## config.mk

```make
export PLATFORM = sky130hd
export DESIGN_NAME = rpn_calculator
export DESIGN_NICKNAME = d
export VERILOG_FILES = /design/src/rtl/rpn_calculator.sv
export SDC_FILE = /design/constraint.sdc
export NUM_CORES = 2
export LEC_CHECK = 0
export BUFFER_PORTS_ARGS = -buffer_cell sky130_fd_sc_hd__buf_2
export CELL_PAD_IN_SITES_DETAIL_PLACEMENT = 1
export CELL_PAD_IN_SITES_GLOBAL_PLACEMENT = 1
export CORE_ASPECT_RATIO = 0.9
export CORE_MARGIN = 3
export CORE_UTILIZATION = 50
export DETAILED_ROUTE_END_ITERATION = 8
export PLACE_DENSITY_LB_ADDON = 0.1
export REMOVE_ABC_BUFFERS = 1
export SETUP_SLACK_MARGIN = 0.4
export SYNTH_ARGS = -nofsm -noshare
export SYNTH_HDL_FRONTEND = slang
export SYNTH_SLANG_ARGS = --single-unit
```

## constraint.sdc

```tcl
create_clock -name CLK -period 32.6 [get_ports CLK]
set_clock_uncertainty 0.1 [all_clocks]
set_input_delay 6.52 -clock CLK [delete_from_list [all_inputs] [get_ports CLK]]
set_output_delay 6.52 -clock CLK [all_outputs]
set_load 0.005 [all_outputs]
```

## src/rtl/rpn_calculator.sv

```systemverilog
// rtl/rpn_calculator.sv - postfix calculator core with LIFO operand stack; optional divider enabled by RPN_DIV_EN
module rpn_calculator #(
    parameter int WIDTH = 32,
    parameter int DEPTH = 16
) (
    input  logic                       CLK,
    input  logic                       RST,
    input  logic                       input_stb,
    input  logic [WIDTH-1:0]           input_data,
    input  logic                       is_input_operator,
    output logic                       input_ack,
    output logic                       output_stb,
    output logic [WIDTH-1:0]           output_data,
    output logic [1:0]                 output_err,
    input  logic                       output_ack,
    output logic [$clog2(DEPTH+1)-1:0] stack_depth
);
    localparam int DW    = $clog2(DEPTH + 1);
    localparam int AW    = $clog2(DEPTH);
    localparam int SLOTS = 1 << AW;

    localparam logic [2:0] S_IDLE = 3'd0;
    localparam logic [2:0] S_PUSH = 3'd1;
    localparam logic [2:0] S_EXEC = 3'd2;
    localparam logic [2:0] S_DIV  = 3'd3;
    localparam logic [2:0] S_EMIT = 3'd4;
    localparam logic [2:0] S_ERR  = 3'd5;
    localparam logic [2:0] S_ACK  = 3'd6;

    localparam logic [2:0] OP_ADD  = 3'b000;
    localparam logic [2:0] OP_SUB  = 3'b001;
    localparam logic [2:0] OP_MUL  = 3'b010;
    localparam logic [2:0] OP_DIV  = 3'b011;
    localparam logic [2:0] OP_EMIT = 3'b100;
    localparam logic [2:0] OP_CLR  = 3'b101;

    localparam logic [1:0] E_UNDER = 2'b01;
    localparam logic [1:0] E_OVER  = 2'b10;
    localparam logic [1:0] E_ILL   = 2'b11;

    logic [2:0]       state_q, state_d;
    logic [DW-1:0]    depth_q, depth_d;
    logic [2:0]       op_q, op_d;
    logic [WIDTH-1:0] data_q, data_d;
    logic [1:0]       err_q, err_d;

    logic [WIDTH-1:0] stack_mem [SLOTS];
    logic             wr_en;
    logic [AW-1:0]    wr_idx;
    logic [WIDTH-1:0] wr_data;

    logic [AW-1:0]    top_idx, second_idx;
    logic [WIDTH-1:0] top, second;
    logic [WIDTH-1:0] alu_result;

    assign top_idx    = AW'(depth_q - DW'(1));
    assign second_idx = AW'(depth_q - DW'(2));
    assign top        = stack_mem[top_idx];
    assign second     = stack_mem[second_idx];

`ifdef RPN_DIV_EN
    localparam int CW = $clog2(WIDTH);

    logic [WIDTH-1:0] quo_q, quo_d;
    logic [WIDTH-1:0] rem_q, rem_d;
    logic [CW-1:0]    cnt_q, cnt_d;
    logic [WIDTH:0]   rem_shift, rem_diff;
    logic             rem_fits;

    // One restoring-division step: shift in the next dividend bit, subtract the divisor if it fits
    always_comb begin
        rem_shift = {rem_q, quo_q[WIDTH-1]};
        rem_diff  = rem_shift - {1'b0, top};
        rem_fits  = (rem_shift >= {1'b0, top});
    end
`endif

    // Result of the two-operand operators; second is the deeper entry, top the most recent
    always_comb begin
        alu_result = '0;
        case (op_q)
            OP_ADD:  alu_result = second + top;
            OP_SUB:  alu_result = second - top;
            OP_MUL:  alu_result = second * top;
`ifdef RPN_DIV_EN
            OP_DIV:  alu_result = quo_q;
`endif
            default: alu_result = '0;
        endcase
    end

    // Token dispatch and sequencing; all depth checks happen before the stack is touched
    always_comb begin
        state_d = state_q;
        depth_d = depth_q;
        op_d    = op_q;
        data_d  = data_q;
        err_d   = err_q;
        wr_en   = 1'b0;
        wr_idx  = top_idx;
        wr_data = alu_result;
`ifdef RPN_DIV_EN
        quo_d   = quo_q;
        rem_d   = rem_q;
        cnt_d   = cnt_q;
`endif
        case (state_q)
            S_IDLE: begin
                if (input_stb) begin
                    data_d = input_data;
                    op_d   = input_data[2:0];
                    if (!is_input_operator) begin
                        if (depth_q == DW'(DEPTH)) begin
                            err_d   = E_OVER;
                            depth_d = '0;
                            state_d = S_ERR;
                        end else begin
                            state_d = S_PUSH;
                        end
                    end else begin
                        case (input_data[2:0])
                            OP_ADD, OP_SUB, OP_MUL: begin
                                if (depth_q < DW'(2)) begin
                                    err_d   = E_UNDER;
                                    depth_d = '0;
                                    state_d = S_ERR;
                                end else begin
                                    state_d = S_EXEC;
                                end
                            end
                            OP_DIV: begin
`ifdef RPN_DIV_EN
                                if (depth_q < DW'(2)) begin
                                    err_d   = E_UNDER;
                                    depth_d = '0;
                                    state_d = S_ERR;
                                end else if (top == '0) begin
                                    err_d   = E_ILL;
                                    depth_d = '0;
                                    state_d = S_ERR;
                                end else begin
                                    quo_d   = second;
                                    rem_d   = '0;
                                    cnt_d   = '0;
                                    state_d = S_DIV;
                                end
`else
                                err_d   = E_ILL;
                                depth_d = '0;
                                state_d = S_ERR;
`endif
                            end
                            OP_EMIT: begin
                                if (depth_q == '0) begin
                                    err_d   = E_UNDER;
                                    depth_d = '0;
                                    state_d = S_ERR;
                                end else begin
                                    state_d = S_EMIT;
                                end
                            end
                            OP_CLR: begin
                                depth_d = '0;
                                state_d = S_ACK;
                            end
                            default: begin
                                err_d   = E_ILL;
                                depth_d = '0;
                                state_d = S_ERR;
                            end
                        endcase
                    end
                end
            end
            S_PUSH: begin
                wr_en   = 1'b1;
                wr_idx  = AW'(depth_q);
                wr_data = data_q;
                depth_d = depth_q + DW'(1);
                state_d = S_ACK;
            end
            S_EXEC: begin
                wr_en   = 1'b1;
                wr_idx  = second_idx;
                wr_data = alu_result;
                depth_d = depth_q - DW'(1);
                state_d = S_ACK;
            end
            S_DIV: begin
`ifdef RPN_DIV_EN
                if (rem_fits) begin
                    rem_d = rem_diff[WIDTH-1:0];
                    quo_d = {quo_q[WIDTH-2:0], 1'b1};
                end else begin
                    rem_d = rem_shift[WIDTH-1:0];
                    quo_d = {quo_q[WIDTH-2:0], 1'b0};
                end
                cnt_d = cnt_q + CW'(1);
                if (cnt_q == CW'(WIDTH - 1)) begin
                    state_d = S_EXEC;
                end
`else
                state_d = S_IDLE;
`endif
            end
            S_EMIT: begin
                if (output_ack) begin
                    depth_d = depth_q - DW'(1);
                    state_d = S_ACK;
                end
            end
            S_ERR: begin
                if (output_ack) begin
                    state_d = S_ACK;
                end
            end
            S_ACK: begin
                state_d = S_IDLE;
            end
            default: begin
                state_d = S_IDLE;
            end
        endcase
    end

    // Control state; reset abandons any token in flight
    always_ff @(posedge CLK) begin
        if (RST) begin
            state_q <= S_IDLE;
            depth_q <= '0;
            op_q    <= '0;
            data_q  <= '0;
            err_q   <= '0;
        end else begin
            state_q <= state_d;
            depth_q <= depth_d;
            op_q    <= op_d;
            data_q  <= data_d;
            err_q   <= err_d;
        end
    end

`ifdef RPN_DIV_EN
    // Divider working registers
    always_ff @(posedge CLK) begin
        if (RST) begin
            quo_q <= '0;
            rem_q <= '0;
            cnt_q <= '0;
        end else begin
            quo_q <= quo_d;
            rem_q <= rem_d;
            cnt_q <= cnt_d;
        end
    end
`endif

    // Stack storage; contents are meaningless above the current depth
    always_ff @(posedge CLK) begin
        if (wr_en) begin
            stack_mem[wr_idx] <= wr_data;
        end
    end

    assign input_ack   = (state_q == S_ACK);
    assign output_stb  = (state_q == S_EMIT) || (state_q == S_ERR);
    assign output_data = (state_q == S_EMIT) ? top : '0;
    assign output_err  = (state_q == S_ERR) ? err_q : 2'b00;
    assign stack_depth = depth_q;

endmodule

```

Yosys cells after proc, flatten, opt, wreduce, memory -nomap -nowiden
Memory sizes are Yosys's and may differ from the RTL's.
Cells that the tools add are included.
Storage, ports and cells
  memories kept: 1
  word-level logic and storage cells: 77
  bits of input ports: 37
  memory bits (writable): 512
  output and inout port bits: 41
  register bits after elaboration: 45
Operators by class
  eq/ne operators: 21
  reductions and logical operators: 14
  multiplexer cells: 29
  $mul: 1
  magnitude comparators: 1
  add/subtract/negate cells: 5
Memory list
  stack_mem: depth 16, bits a word 32, read ports 2, clocked after Yosys merged registers in 0, wr ports 1, line 47  | logic [WIDTH-1:0] stack_mem [SLOTS];
Operators by type and width (number)
  $pmux W32 S3: 1
  $mux W32: 2
  $add A32 B32 Y32: 1
  $mul A32 B32 Y32: 1
  $sub A32 B32 Y32: 1
  $mux W5: 6
  $pmux W5 S4: 1
  $pmux W3 S3: 2
  $eq A3 B3 Y1 const B: 5
  $mux W3: 5
  $reduce_and A6 Y1: 2
  $mux W2: 5
  $pmux W5 S2: 1
  $eq A3 B1 Y1 const B: 3
  $eq A3 B2 Y1 const B: 3
  $logic_not A3 Y1: 3
  $ne A3 B3 Y1 const B: 3
  $ne A4 B4 Y1 const B: 2
  $pmux W4 S2: 1
  $ne A2 B2 Y1 const B: 3
  $pmux W2 S3: 1
  $add A5 B1 Y5 const B: 1
  $eq A5 B5 Y1 const B: 1
  $logic_not A5 Y1: 1
  11 further kinds: 16

Depth between registers and ports, before layout
  depth after elaboration: 6
  gate-level depth with buffers: 44
  gate-level depth less buffers: 34

Worst setup path after synthesis
No wires, ideal clock.
  kind: flip-flop to flip-flop
  start point: register depth_q[0] (netlist: stack_depth[0])
  end point: memory stack_mem[0][30] (data pin)
  library setup time: 277 ps
  slack: 21832 ps
  period minus slack after synthesis: 10768 ps
  stages on the path, launching flop included: 43
  buffers on the path: 12
  data arrival time: 10391 ps
  required time: 32223 ps
  cells stage by stage: dfxtp_1 -> buf_6 -> buf_12 -> buf_6 -> buf_6 -> buf_4 -> buf_2 -> inv_1 -> ha_1 -> buf_4 -> buf_2 -> buf_4 -> buf_4 -> mux4_2 -> mux2i_1 -> mux2_2 -> clkbuf_1 -> clkbuf_1 -> [... 7 more ...] -> fa_1 -> ha_1 -> fa_1 -> inv_1 -> fa_1 -> inv_1 -> ha_1 -> and4_1 -> a221o_1 -> or4_1 -> a21oi_1 -> a211oi_1 -> nand3_1 -> a311oi_1 -> a41oi_1 -> xnor2_1 -> a221oi_1 -> nor2_1
On the way
  word-level cells in the longest chain between the ends: 5
  elaborated cells between the ends (all ways): 8
  classes of those cells: 4 x add/sub; 1 x mul; 2 x mux; 1 x memory
RTL lines
  start, declared: line 42  | logic [DW-1:0] depth_q, depth_d;
  start signal, assigned: line 236  | depth_q <= depth_d;
  $sub A5 B1 Y5 or $sub A4 B2 Y4 (tied branches)
  $mem_v2 Z16 W32 *
  $mul A32 B32 Y32, or another cell as far along: line 84  | OP_MUL: alu_result = second * top;
  $pmux W32 S3 *: line 81  | case (op_q)
  $mux W32 *: line 107  | case (state_q)
  named net wr_data[30]: line 50  | logic [WIDTH-1:0] wr_data;
  end, declared: line 47
The timed path passes the listed nets; every way through them passes the cells marked *.

Worst setup path in the final report
  start point: register depth_q[1] (netlist: stack_depth[1])
  end point: memory stack_mem[10][30] (data pin)
Same word-level chain as after synthesis.

==> impl_metrics.ini <==
[grt]
antenna_found_initial = 0
grt_overflow = 0
grt_pass1_vias = 33400
grt_usage = 0.329
grt_max_degree = 162
grt_pass1_wl_um = 221000

[route]
routed_wl_um = 148000
vias = 30200
drt-initial-drc-count = 3293
wire_per_inst_um = 30.7
drc = 0
ant_nets = 0
routed_via_density = 6.27
drtPass1Iterations = 6

[worst_setup_path]
critPathLaunchType = flip-flop
cp_slowest_cell = dfxtp_4
crit_fanout = 59
crit_type = flip-flop to flip-flop
critPathMostFrequentCell = fa_1
cp_data_arrival_time_ps = 13640
worst_setup_path_end_kind = flip-flop
required_ps = 32750
slowest_delay_ps = 960

[sta]
setup_viol = 0
rsz0062_at_grt = false
fin_ws_ps = 19110
fin_setup_tns_ps = 0
min_period_ps = 13490
fin_crit_sh = 0.414
max_slew_margin = 0.0525
final_hold_viol_count = 0
max_freq_mhz = 74.1
report.final.slew_viol_count = 0
tightestPinTransition_ps = 1420

[run_status]
outcome = finished clean

[die]
die-area_um2 = 91900
dieWidth_um = 319
dieHeight_um = 288
core-area_um2 = 86800
rows = 102
start_util = 0.508
num_io_pins = 78

[placed_design]
portBuffers = 77
finalWeightedCongestion = 0.925
place_area_um2 = 45700
dpl.hpwl_um = 102000
dp_slack_ps = 19220

[clock_tree]
cts_tree = yes
cts_resized = 0
clock-root-buffer = clkbuf_16
cts_max_level = 2
cts.sinks = 554
insertion_delay_ps = 600
post-cts-setup-buffers = 0
ctsHoldBuffers = 0
clk_pin_slew_worst_paths_ps = 70
clockBufferDepth = 3
cts_inserted_buffers = 53

[synthesis]
yosysMostFrequentCell = edfxtp_1
synth.avg_cell_area_um2 = 12.2
syn-cell-area_um2 = 44100
synth_edf_count = 512
ys_seq_area_frac = 0.367
ys_warn_count = 0
synth_area_leaders = edfxtp_1 (35%), fa_1 (19%), mux4_2 (14%)
synthFlopType = edfxtp_1
synth_top_area_share = 0.348
ys_async_sr_fraction = 0
netlist_instances = 3620
yosys-top-cells-count = edfxtp_1 (512), inv_1 (465), nor2_1 (457)
synth_top_area_cell = edfxtp_1
yosysUniqueCellTypes = 85
synth_seq_cells = 554

[cells_and_area]
utilization = 0.546
final_cell_area_um2 = 47400
antenna_cells = 0
drive_gt1_frac = 0.172
finalNetCount = 4242
area_growth_pct = 7.30

[run]
maxCapViolCount = 0

[hold_path]
hold_class = flip-flop to flip-flop
## cell type report
type | instances | area, um2
Multi-Input combinational cell | 2390 | 25200
Fill cell | 8789 | 39400
Inverter | 480 | 1800
Clock buffer | 80 | 1500
Tap cell | 1144 | 1430
Timing Repair Buffer | 156 | 991
Clock inverter | 19 | 164
Sequential cell | 554 | 16200
## final timing paths
| path | start | end | slack, ps | cells past startpoint |
|---|---|---|---|---|
| worst max-delay path | stack_depth[1] | stack_mem[10][30] | 19110 | 32 |
| worst min register to register | data_q[20] | data_q[20] | 360 | 2 |
| worst max register to register | stack_depth[1] | stack_mem[10][30] | 19110 | 32 |
| worst min-delay path | data_q[20] | data_q[20] | 360 | 2 |
## stage by stage
stage,cells,hold WS [ps]
3_3_place_gp,4724,343
4_1_cts,4823,364
5_1_grt,4823,397
6_report,4823,360
2_1_floorplan,3424,330
3_5_place_dp,4724,355
## sequential cells by signal (all words and copies together), names as in the netlist
| signal | cells |
|---|---|
| stack_depth | 5 |
| state_q | 3 |
| stack_mem | 512 |
| data_q | 30 |
| op_q | 2 |
| err_q | 2 |
## cells by family (layout without fill, tap and decap cells)
family          Yosys count  in the layout  share of synthesized area
simple gates            993            993                     0.0941
flops                   554            554                      0.367
compound gates          311            311                     0.0456
buf+inv                 676            735                     0.0658
mux                     366            366                      0.164
xor+xnor                149            149                     0.0312
fa+ha+maj               571            571                      0.231
## critical path, delay by kind of cell, from the launching register on
kind | cells | cell delay, ps
adder cells (fa/ha/maj) | 10 | 5140
buffers and inverters | 7 | 2210
AO/OA/AOI/OAI | 6 | 1720
AND/OR/NAND/NOR | 5 | 1410
multiplexers | 3 | 1120
flip-flops | 1 | 960
XOR/XNOR | 1 | 300
## metal layers
metal | up-vias | share of wire | global-route usage
li1 | 12400 | - | -
met1 | 16200 | 0.39 | 0.437
met3 | 302 | 0.079 | 0.0541
met4 | 0 | 0.046 | 0.132
met5 | - | 0 | 0
met2 | 1304 | 0.48 | 0.544
## cell usage in the layout (no fill, tap or decap), types with 8 or more instances in the layout
cell | synthesis | final
o21ai_0 | 56 | 54
edfxtp_1 | 512 | 512
nand2_1 | 371 | 371
nand2b_1 | 28 | 28
a31oi_1 | 11 | 11
mux2i_1 | 45 | 44
nor2_4 | 0 | 17
clkbuf_16 | 0 | 53
nor2b_1 | 16 | 15
and2_1 | 19 | 18
dfxtp_1 | 42 | 40
nand3_1 | 27 | 27
a211oi_1 | 10 | 10
o21bai_1 | 8 | 8
fa_1 | 409 | 409
clkinv_1 | 6 | 9
ha_1 | 161 | 159
mux4_2 | 268 | 268
nor3_1 | 17 | 17
buf_2 | 36 | 77
a221oi_1 | 19 | 19
inv_1 | 465 | 465
buf_4 | 14 | 78
or2_2 | 25 | 25
a21o_1 | 38 | 38
nor2_1 | 457 | 439
o21a_1 | 10 | 10
xor2_1 | 35 | 35
o21ai_1 | 14 | 11
inv_2 | 9 | 9
a21oi_1 | 92 | 92
xnor2_1 | 107 | 106
mux2_2 | 38 | 38
clkbuf_1 | 104 | 20
Power is not shown: default switching activity piles up to over one toggle a cycle in this logic, so the estimate is an artifact.
